<file path="src/rtl/mem_arbiter_pkg.sv">
// mem_arbiter_pkg: shared constants and state encoding for the unified-memory
// arbiter and its read-return tracker.
package mem_arbiter_pkg;

    // Words per cache block (power of two) and the index width that addresses them.
    localparam int BLOCK_WORDS = 8;
    localparam int WORD_IDX_W  = $clog2(BLOCK_WORDS);

    // Byte-offset bits inside a block of 16-bit words; cleared to get the fill base.
    localparam int BLOCK_OFF_MASK = BLOCK_WORDS * 2 - 1;

    // Issue counter needs one extra bit so it can reach BLOCK_WORDS ("all issued").
    localparam int ISSUE_CNT_W = WORD_IDX_W + 1;

    typedef enum logic [1:0] {
        ST_IDLE    = 2'd0,
        ST_I_FILL  = 2'd1,
        ST_D_FILL  = 2'd2,
        ST_D_WRITE = 2'd3
    } arb_state_e;

endpackage

</file>
<file path="src/rtl/mem_ret_tracker.sv">
// mem_ret_tracker: LAT-deep shift register carrying an issue-valid bit and a
// word index alongside a pipelined fixed-latency memory, so the returning data
// can be tagged. Asynchronous clear drops everything in flight.
module mem_ret_tracker #(
    parameter int LAT   = 4,
    parameter int IDX_W = 3
) (
    input  logic             clk,
    input  logic             rst_n,
    input  logic             issue_valid,
    input  logic [IDX_W-1:0] issue_idx,
    output logic             ret_valid,
    output logic [IDX_W-1:0] ret_idx
);

    logic [LAT-1:0] vld_q;
    logic [LAT-1:0] vld_d;
    logic [IDX_W-1:0] idx_q [LAT];
    logic [IDX_W-1:0] idx_d [LAT];

    // Shift every stage one place towards the output; stage 0 takes the new issue.
    always_comb begin
        vld_d    = '0;
        vld_d[0] = issue_valid;
        idx_d[0] = issue_idx;
        for (int i = 1; i < LAT; i++) begin
            vld_d[i] = vld_q[i-1];
            idx_d[i] = idx_q[i-1];
        end
    end

    // Stage registers; reset empties the pipe so no stale return is reported.
    always_ff @(posedge clk or negedge rst_n) begin
        if (!rst_n) begin
            vld_q <= '0;
            for (int i = 0; i < LAT; i++) begin
                idx_q[i] <= '0;
            end
        end else begin
            vld_q <= vld_d;
            for (int i = 0; i < LAT; i++) begin
                idx_q[i] <= idx_d[i];
            end
        end
    end

    // The last stage lines up with the cycle in which mem_rdata is valid.
    assign ret_valid = vld_q[LAT-1];
    assign ret_idx   = idx_q[LAT-1];

endmodule

</file>
<file path="src/rtl/mem_arbiter.sv">
// mem_arbiter: grants the shared 16-bit memory to the I-cache or D-cache,
// issues 8-word block-fill bursts or single write-through stores, and tags the
// fixed-latency read return with its word index.
// Build option: define MEM_ARB_RR_EN for round-robin on simultaneous requests;
// otherwise the D-cache always wins a tie.
module mem_arbiter
    import mem_arbiter_pkg::*;
#(
    parameter int ADDR_W  = 16,
    parameter int DATA_W  = 16,
    parameter int MEM_LAT = 4
) (
    input  logic                  clk,
    input  logic                  rst_n,
    input  logic                  icache_req,
    input  logic [ADDR_W-1:0]     icache_addr,
    input  logic                  dcache_req,
    input  logic                  dcache_we,
    input  logic [ADDR_W-1:0]     dcache_addr,
    input  logic [DATA_W-1:0]     dcache_wdata,
    output logic                  mem_en,
    output logic                  mem_wr,
    output logic [ADDR_W-1:0]     mem_addr,
    output logic [DATA_W-1:0]     mem_wdata,
    input  logic [DATA_W-1:0]     mem_rdata,
    output logic [DATA_W-1:0]     fill_data,
    output logic                  fill_valid,
    output logic [WORD_IDX_W-1:0] fill_word,
    output logic                  fill_to_d,
    output logic                  icache_done,
    output logic                  dcache_done
);

    localparam logic [ADDR_W-1:0] BASE_MASK = ~ADDR_W'(BLOCK_OFF_MASK);

    arb_state_e             state_q,     state_d;
    logic [ISSUE_CNT_W-1:0] cnt_q,       cnt_d;
    logic [ADDR_W-1:0]      base_q,      base_d;
    logic                   to_d_q,      to_d_d;
    logic                   mem_en_q,    mem_en_d;
    logic                   mem_wr_q,    mem_wr_d;
    logic [ADDR_W-1:0]      mem_addr_q,  mem_addr_d;
    logic [DATA_W-1:0]      mem_wdata_q, mem_wdata_d;
    logic [WORD_IDX_W-1:0]  mem_idx_q,   mem_idx_d;

    logic                   pick_d;
    logic                   in_fill;
    logic                   ret_valid;
    logic [WORD_IDX_W-1:0]  ret_idx;
    logic                   fill_last;

`ifdef MEM_ARB_RR_EN
    // Last-winner flag (1 = D). It resets to the D side so that the first tie
    // after reset goes to the I-cache.
    logic last_d_q, last_d_d;

    // On a tie, grant whichever cache did not win last time.
    always_comb begin
        pick_d   = dcache_req && (!icache_req || !last_d_q);
        last_d_d = last_d_q;
        if (state_q == ST_IDLE && (icache_req || dcache_req)) begin
            last_d_d = pick_d;
        end
    end

    // Last-winner register, updated at each grant.
    always_ff @(posedge clk or negedge rst_n) begin
        if (!rst_n) begin
            last_d_q <= 1'b1;
        end else begin
            last_d_q <= last_d_d;
        end
    end
`else
    // Fixed priority: a pending D request always beats the I-cache.
    always_comb begin
        pick_d = dcache_req;
    end
`endif

    assign in_fill   = (state_q == ST_I_FILL) || (state_q == ST_D_FILL);
    assign fill_last = in_fill && ret_valid && (ret_idx == WORD_IDX_W'(BLOCK_WORDS - 1));

    // Next-state and next-output logic; memory-side outputs are registered so the
    // memory sees a clean, glitch-free command each cycle.
    always_comb begin
        state_d     = state_q;
        cnt_d       = cnt_q;
        base_d      = base_q;
        to_d_d      = to_d_q;
        mem_en_d    = 1'b0;
        mem_wr_d    = 1'b0;
        mem_addr_d  = '0;
        mem_wdata_d = '0;
        mem_idx_d   = '0;

        case (state_q)
            ST_IDLE: begin
                if (pick_d && dcache_we) begin
                    // Single store: issue it in the very next cycle.
                    state_d     = ST_D_WRITE;
                    mem_en_d    = 1'b1;
                    mem_wr_d    = 1'b1;
                    mem_addr_d  = dcache_addr;
                    mem_wdata_d = dcache_wdata;
                end else if (pick_d || icache_req) begin
                    // Block fill: latch the base and issue word 0 next cycle.
                    state_d    = pick_d ? ST_D_FILL : ST_I_FILL;
                    to_d_d     = pick_d;
                    base_d     = (pick_d ? dcache_addr : icache_addr) & BASE_MASK;
                    mem_en_d   = 1'b1;
                    mem_addr_d = (pick_d ? dcache_addr : icache_addr) & BASE_MASK;
                    mem_idx_d  = '0;
                    cnt_d      = ISSUE_CNT_W'(1);
                end
            end
            ST_I_FILL, ST_D_FILL: begin
                if (cnt_q < ISSUE_CNT_W'(BLOCK_WORDS)) begin
                    mem_en_d   = 1'b1;
                    mem_addr_d = base_q + ADDR_W'({cnt_q, 1'b0});
                    mem_idx_d  = cnt_q[WORD_IDX_W-1:0];
                    cnt_d      = cnt_q + ISSUE_CNT_W'(1);
                end
                if (fill_last) begin
                    state_d = ST_IDLE;
                    cnt_d   = '0;
                end
            end
            ST_D_WRITE: begin
                state_d = ST_IDLE;
            end
            default: begin
                state_d = ST_IDLE;
            end
        endcase
    end

    // Controller state and registered memory command.
    always_ff @(posedge clk or negedge rst_n) begin
        if (!rst_n) begin
            state_q     <= ST_IDLE;
            cnt_q       <= '0;
            base_q      <= '0;
            to_d_q      <= 1'b0;
            mem_en_q    <= 1'b0;
            mem_wr_q    <= 1'b0;
            mem_addr_q  <= '0;
            mem_wdata_q <= '0;
            mem_idx_q   <= '0;
        end else begin
            state_q     <= state_d;
            cnt_q       <= cnt_d;
            base_q      <= base_d;
            to_d_q      <= to_d_d;
            mem_en_q    <= mem_en_d;
            mem_wr_q    <= mem_wr_d;
            mem_addr_q  <= mem_addr_d;
            mem_wdata_q <= mem_wdata_d;
            mem_idx_q   <= mem_idx_d;
        end
    end

    // Only reads enter the return pipe, so stores never raise fill_valid.
    mem_ret_tracker #(
        .LAT   (MEM_LAT),
        .IDX_W (WORD_IDX_W)
    ) u_ret_tracker (
        .clk         (clk),
        .rst_n       (rst_n),
        .issue_valid (mem_en_q && !mem_wr_q),
        .issue_idx   (mem_idx_q),
        .ret_valid   (ret_valid),
        .ret_idx     (ret_idx)
    );

    assign mem_en      = mem_en_q;
    assign mem_wr      = mem_wr_q;
    assign mem_addr    = mem_addr_q;
    assign mem_wdata   = mem_wdata_q;
    assign fill_data   = mem_rdata;
    assign fill_valid  = ret_valid;
    assign fill_word   = ret_idx;
    assign fill_to_d   = to_d_q;
    assign icache_done = fill_last && (state_q == ST_I_FILL);
    assign dcache_done = (fill_last && (state_q == ST_D_FILL)) || (state_q == ST_D_WRITE);

endmodule

</file>
<file path="config.mk">
export PLATFORM = sky130hd
export DESIGN_NAME = mem_arbiter
export DESIGN_NICKNAME = d
export VERILOG_FILES = /design/src/rtl/mem_arbiter_pkg.sv /design/src/rtl/mem_ret_tracker.sv /design/src/rtl/mem_arbiter.sv
export SDC_FILE = /design/constraint.sdc
export NUM_CORES = 1
export LEC_CHECK = 0
export CORE_AREA = 2 2 103 105
export CTS_CLUSTER_DIAMETER = 200
export CTS_CLUSTER_SIZE = 16
export DETAILED_ROUTE_END_ITERATION = 10
export DIE_AREA = 0 0 105 107
export GPL_TIMING_DRIVEN = 0
export PLACE_DENSITY_LB_ADDON = 0.25
export SYNTH_ARGS = -nofsm -noshare
export SYNTH_HDL_FRONTEND = slang
export SYNTH_SLANG_ARGS = --single-unit
</file>
<file path="constraint.sdc">
create_clock -name clk -period 2.89 [get_ports clk]
set_clock_uncertainty 0.05 [all_clocks]
set_input_delay 0.289 -clock clk [delete_from_list [all_inputs] [get_ports clk]]
set_output_delay 0.289 -clock clk [all_outputs]
set_load 0.1 [all_outputs]
</file>
==> impl_metrics.yaml <==
power:
  power-per-cell-area_mw_per_mm2: 1100
  p_total_mw: 4.88
  peakVddDrop_mv: 0.491
  leakagePower_nw: 2.05
synth:
  ys_async_sr_fraction_pct: 100
  synth_seq_area_share_pct: 60.4
  synth_edf_count: 0
  syn_area_sq_mm: 0.00298
  synth_cells: 250
  syn_avg_cell_area_sq_um: 11.9
  synthFlopType: "dfrtp_1"
  ys_types: 38
  yosysWarnings: 0
  synth_seq_cells: 72
  synth.net_count: 325
placement:
  gp_congestion: 0.742
  dpl_cell_area_sq_mm: 0.00422
  port-buffer-count: 104
  pre_cts_ws_ps: 263
  hpwl_microns: 5120
  dp_cells: 491
hold_path:
  hold_depth: 3
  hold_path_class: "input port to flop"
  worst_hold_path.endpoint: "mem_en$_DFF_PN0_"
  holdCritStartpoint: "dcache_req"
worst_setup_path:
  timing.rr.start: "state_q[1]$_DFFE_PN0P_"
  cp_data_arrival_time_ps: 2340
  rrSetupSlack_ps: 1010
  worstPathMaxFanout: 6
  reg2regPathDepth: 6
  crit_required_ps: 2550
  end_kind: "output pin"
  r2r-end: "mem_addr[5]$_DFF_PN0_"
  startpoint_type: "flop"
  path_class: "flop to output pin"
clock_network:
  path_clk_slew_ps: 80
  clkLatencyLatePin_ps: 340
  htree_levels: 3
  numClockSinks: 72
  cts_setup_buffers: 0
  cts_buffers: 9
  cts-root-buf: "clkbuf_8"
  cts_tree: "yes"
  clockBufferDepth: 2
final_layout:
  fin_area_sq_mm: 0.00445
  final_cell_mix: "101 x clkdlybuf4s50_1, 72 x dfrtp_1, 21 x buf_4, 21 x nand2_1, 19 x and2_1"
  fillCellCount: 997
  diodes: 0
  regArea_sq_mm: 0.00180
  areaGrowthSynthToFinish_pct: 49.1
  fin_cells: 508
  final_common_cell: "clkdlybuf4s50_1"
  multi_input_area_sq_um: 937
  final_util_pct: 44.1
  drive_gt1_share_pct: 16.4
  nets: 442
detailed_routing:
  dr_total_vias: 2249
  drc: 0
  drt.antenna.violating_nets: 0
  wl_microns: 7300
  drt-vias-per-instance: 4.43
  wire_per_inst_microns: 14.4
  drt_iter0_drc: 66
  dr.pass1.iters: 4
floorplanning:
  core.rowCount: 37
  die_width_microns: 105
  ioPinCount: 126
  core-area_sq_mm: 0.0101
  die_area_sq_mm: 0.0112
  initial_utilization_pct: 29.6
  fp.dieH_microns: 107
timing:
  max_freq_ghz: 0.373
  finalSetupViolCount: 0
  worst_slack_ps: 212
  period_minus_slack_ps: 2680
  whs_ps: 296
  tightest_slew_ps: 1020
  final-hold-violation-count: 0
  tns_ps: 0
  drv_slew: 0
  min_period_over_period_pct: 92.7
  maxSlewHeadroom_pct: 31.5
  rsz0062_at_grt: "no"
global_routing:
  grt_pass1_vias: 2321
  grt.overflow.total: 0
  grt_pass1_wl_microns: 11900
  grt_max_degree: 73
  track_usage_pct: 13.7
  antenna_found_initial: 0
job:
  max-cap-violations: 0
status:
  outcome: "complete, no violations"
routing by layer:
| layer | part of all wire, % | vias to the layer above | track usage (%) |
|---|---|---|---|
| met5 | 0 | - | 0 |
| met4 | 1.3 | 0 | 4.86 |
| met3 | 6.9 | 9 | 4.26 |
| met2 | 46 | 95 | 21.8 |
| met1 | 46 | 1077 | 17.7 |
| li1 | - | 1068 | - |
state kept, by name (all words and copies together), names as in the netlist:
register,cells
base_q,12
cnt_q,4
fill_to_d,1
mem_addr,16
mem_en,1
mem_idx_q,3
mem_wdata,16
mem_wr,1
state_q,2
u_ret_tracker.idx_d,9
u_ret_tracker.ret_idx,3
u_ret_tracker.vld_q,4
final cells by class:
type                       instances  area share [%]
buffer                            31            5.01
clock buffer                       9            2.78
clock inverter                     7            2.17
inverter                           6           0.506
multi-input combinational        141            21.1
sequential                        72            40.5
tap                              136            3.83
timing repair buffer             106            24.1
critical path: stages, from the launching register on:
cell and delay [ps]:
dfrtp_1 430, inv_1 90, ha_1 430, and3_1 190, dlygate4sd2_1 850
Yosys cell counts, types with 2 or more instances:
cell type | number | area [sq um]
and2_1 | 19 | 119
nor2b_1 | 4 | 25.0
clkbuf_1 | 2 | 7.51
a21oi_1 | 16 | 80.1
nand2_1 | 21 | 78.8
buf_2 | 4 | 20.0
o21ai_2 | 3 | 26.3
o21ai_1 | 2 | 10.0
buf_6 | 2 | 22.5
inv_1 | 6 | 22.5
mux2i_1 | 4 | 40.0
ha_1 | 6 | 75.1
nor3b_1 | 2 | 15.0
nor2_1 | 7 | 26.3
buf_1 | 2 | 7.51
o21ai_0 | 6 | 30.0
and3_1 | 2 | 12.5
dfrtp_1 | 72 | 1800
buf_4 | 20 | 150
a22oi_1 | 11 | 82.6
a22o_1 | 13 | 114
nand2_2 | 10 | 62.6
report_power, final:
group	internal, mW	leakage [nW]	switching (mW)	total, mW
sequential	1.33	0.942	0.156	1.49
combinational	0.716	0.997	1.79	2.51
clock	0.487	0.113	0.391	0.878
total	2.54	2.05	2.34	4.88
kinds of logic after synthesis:
kind of cell	count (synthesis)	share of synthesized area [%]
mux	4	1.34
flops	72	60.4
compound gates	59	14.3
simple gates	72	13.2
fa+ha+maj	6	2.52
buf+inv	37	8.22
repair_timing:
action | CTS | global route
endpoints found under the setup margin | 2 | 0
hold buffers | 1 | 0
hold endpoints to repair | 72 | 0
resized for setup | 2 | 0
worst max-delay path by stage:
stage | end | startpoint | slack (ps) | cells after the start
floorplan | icache_done | u_ret_tracker.ret_idx[0]$_DFF_PN0_ | 470 | 2
detailed placement | icache_done | state_q[1]$_DFFE_PN0P_ | 260 | 4
finish | icache_done | state_q[1]$_DFFE_PN0P_ | 210 | 4
global placement | mem_addr[14]$_DFF_PN0_ | rst_n | -1000 | 1
CTS | icache_done | state_q[1]$_DFFE_PN0P_ | 160 | 4
global route | dcache_done | state_q[1]$_DFFE_PN0P_ | 60 | 4
Power figures use the tool's default switching activity.
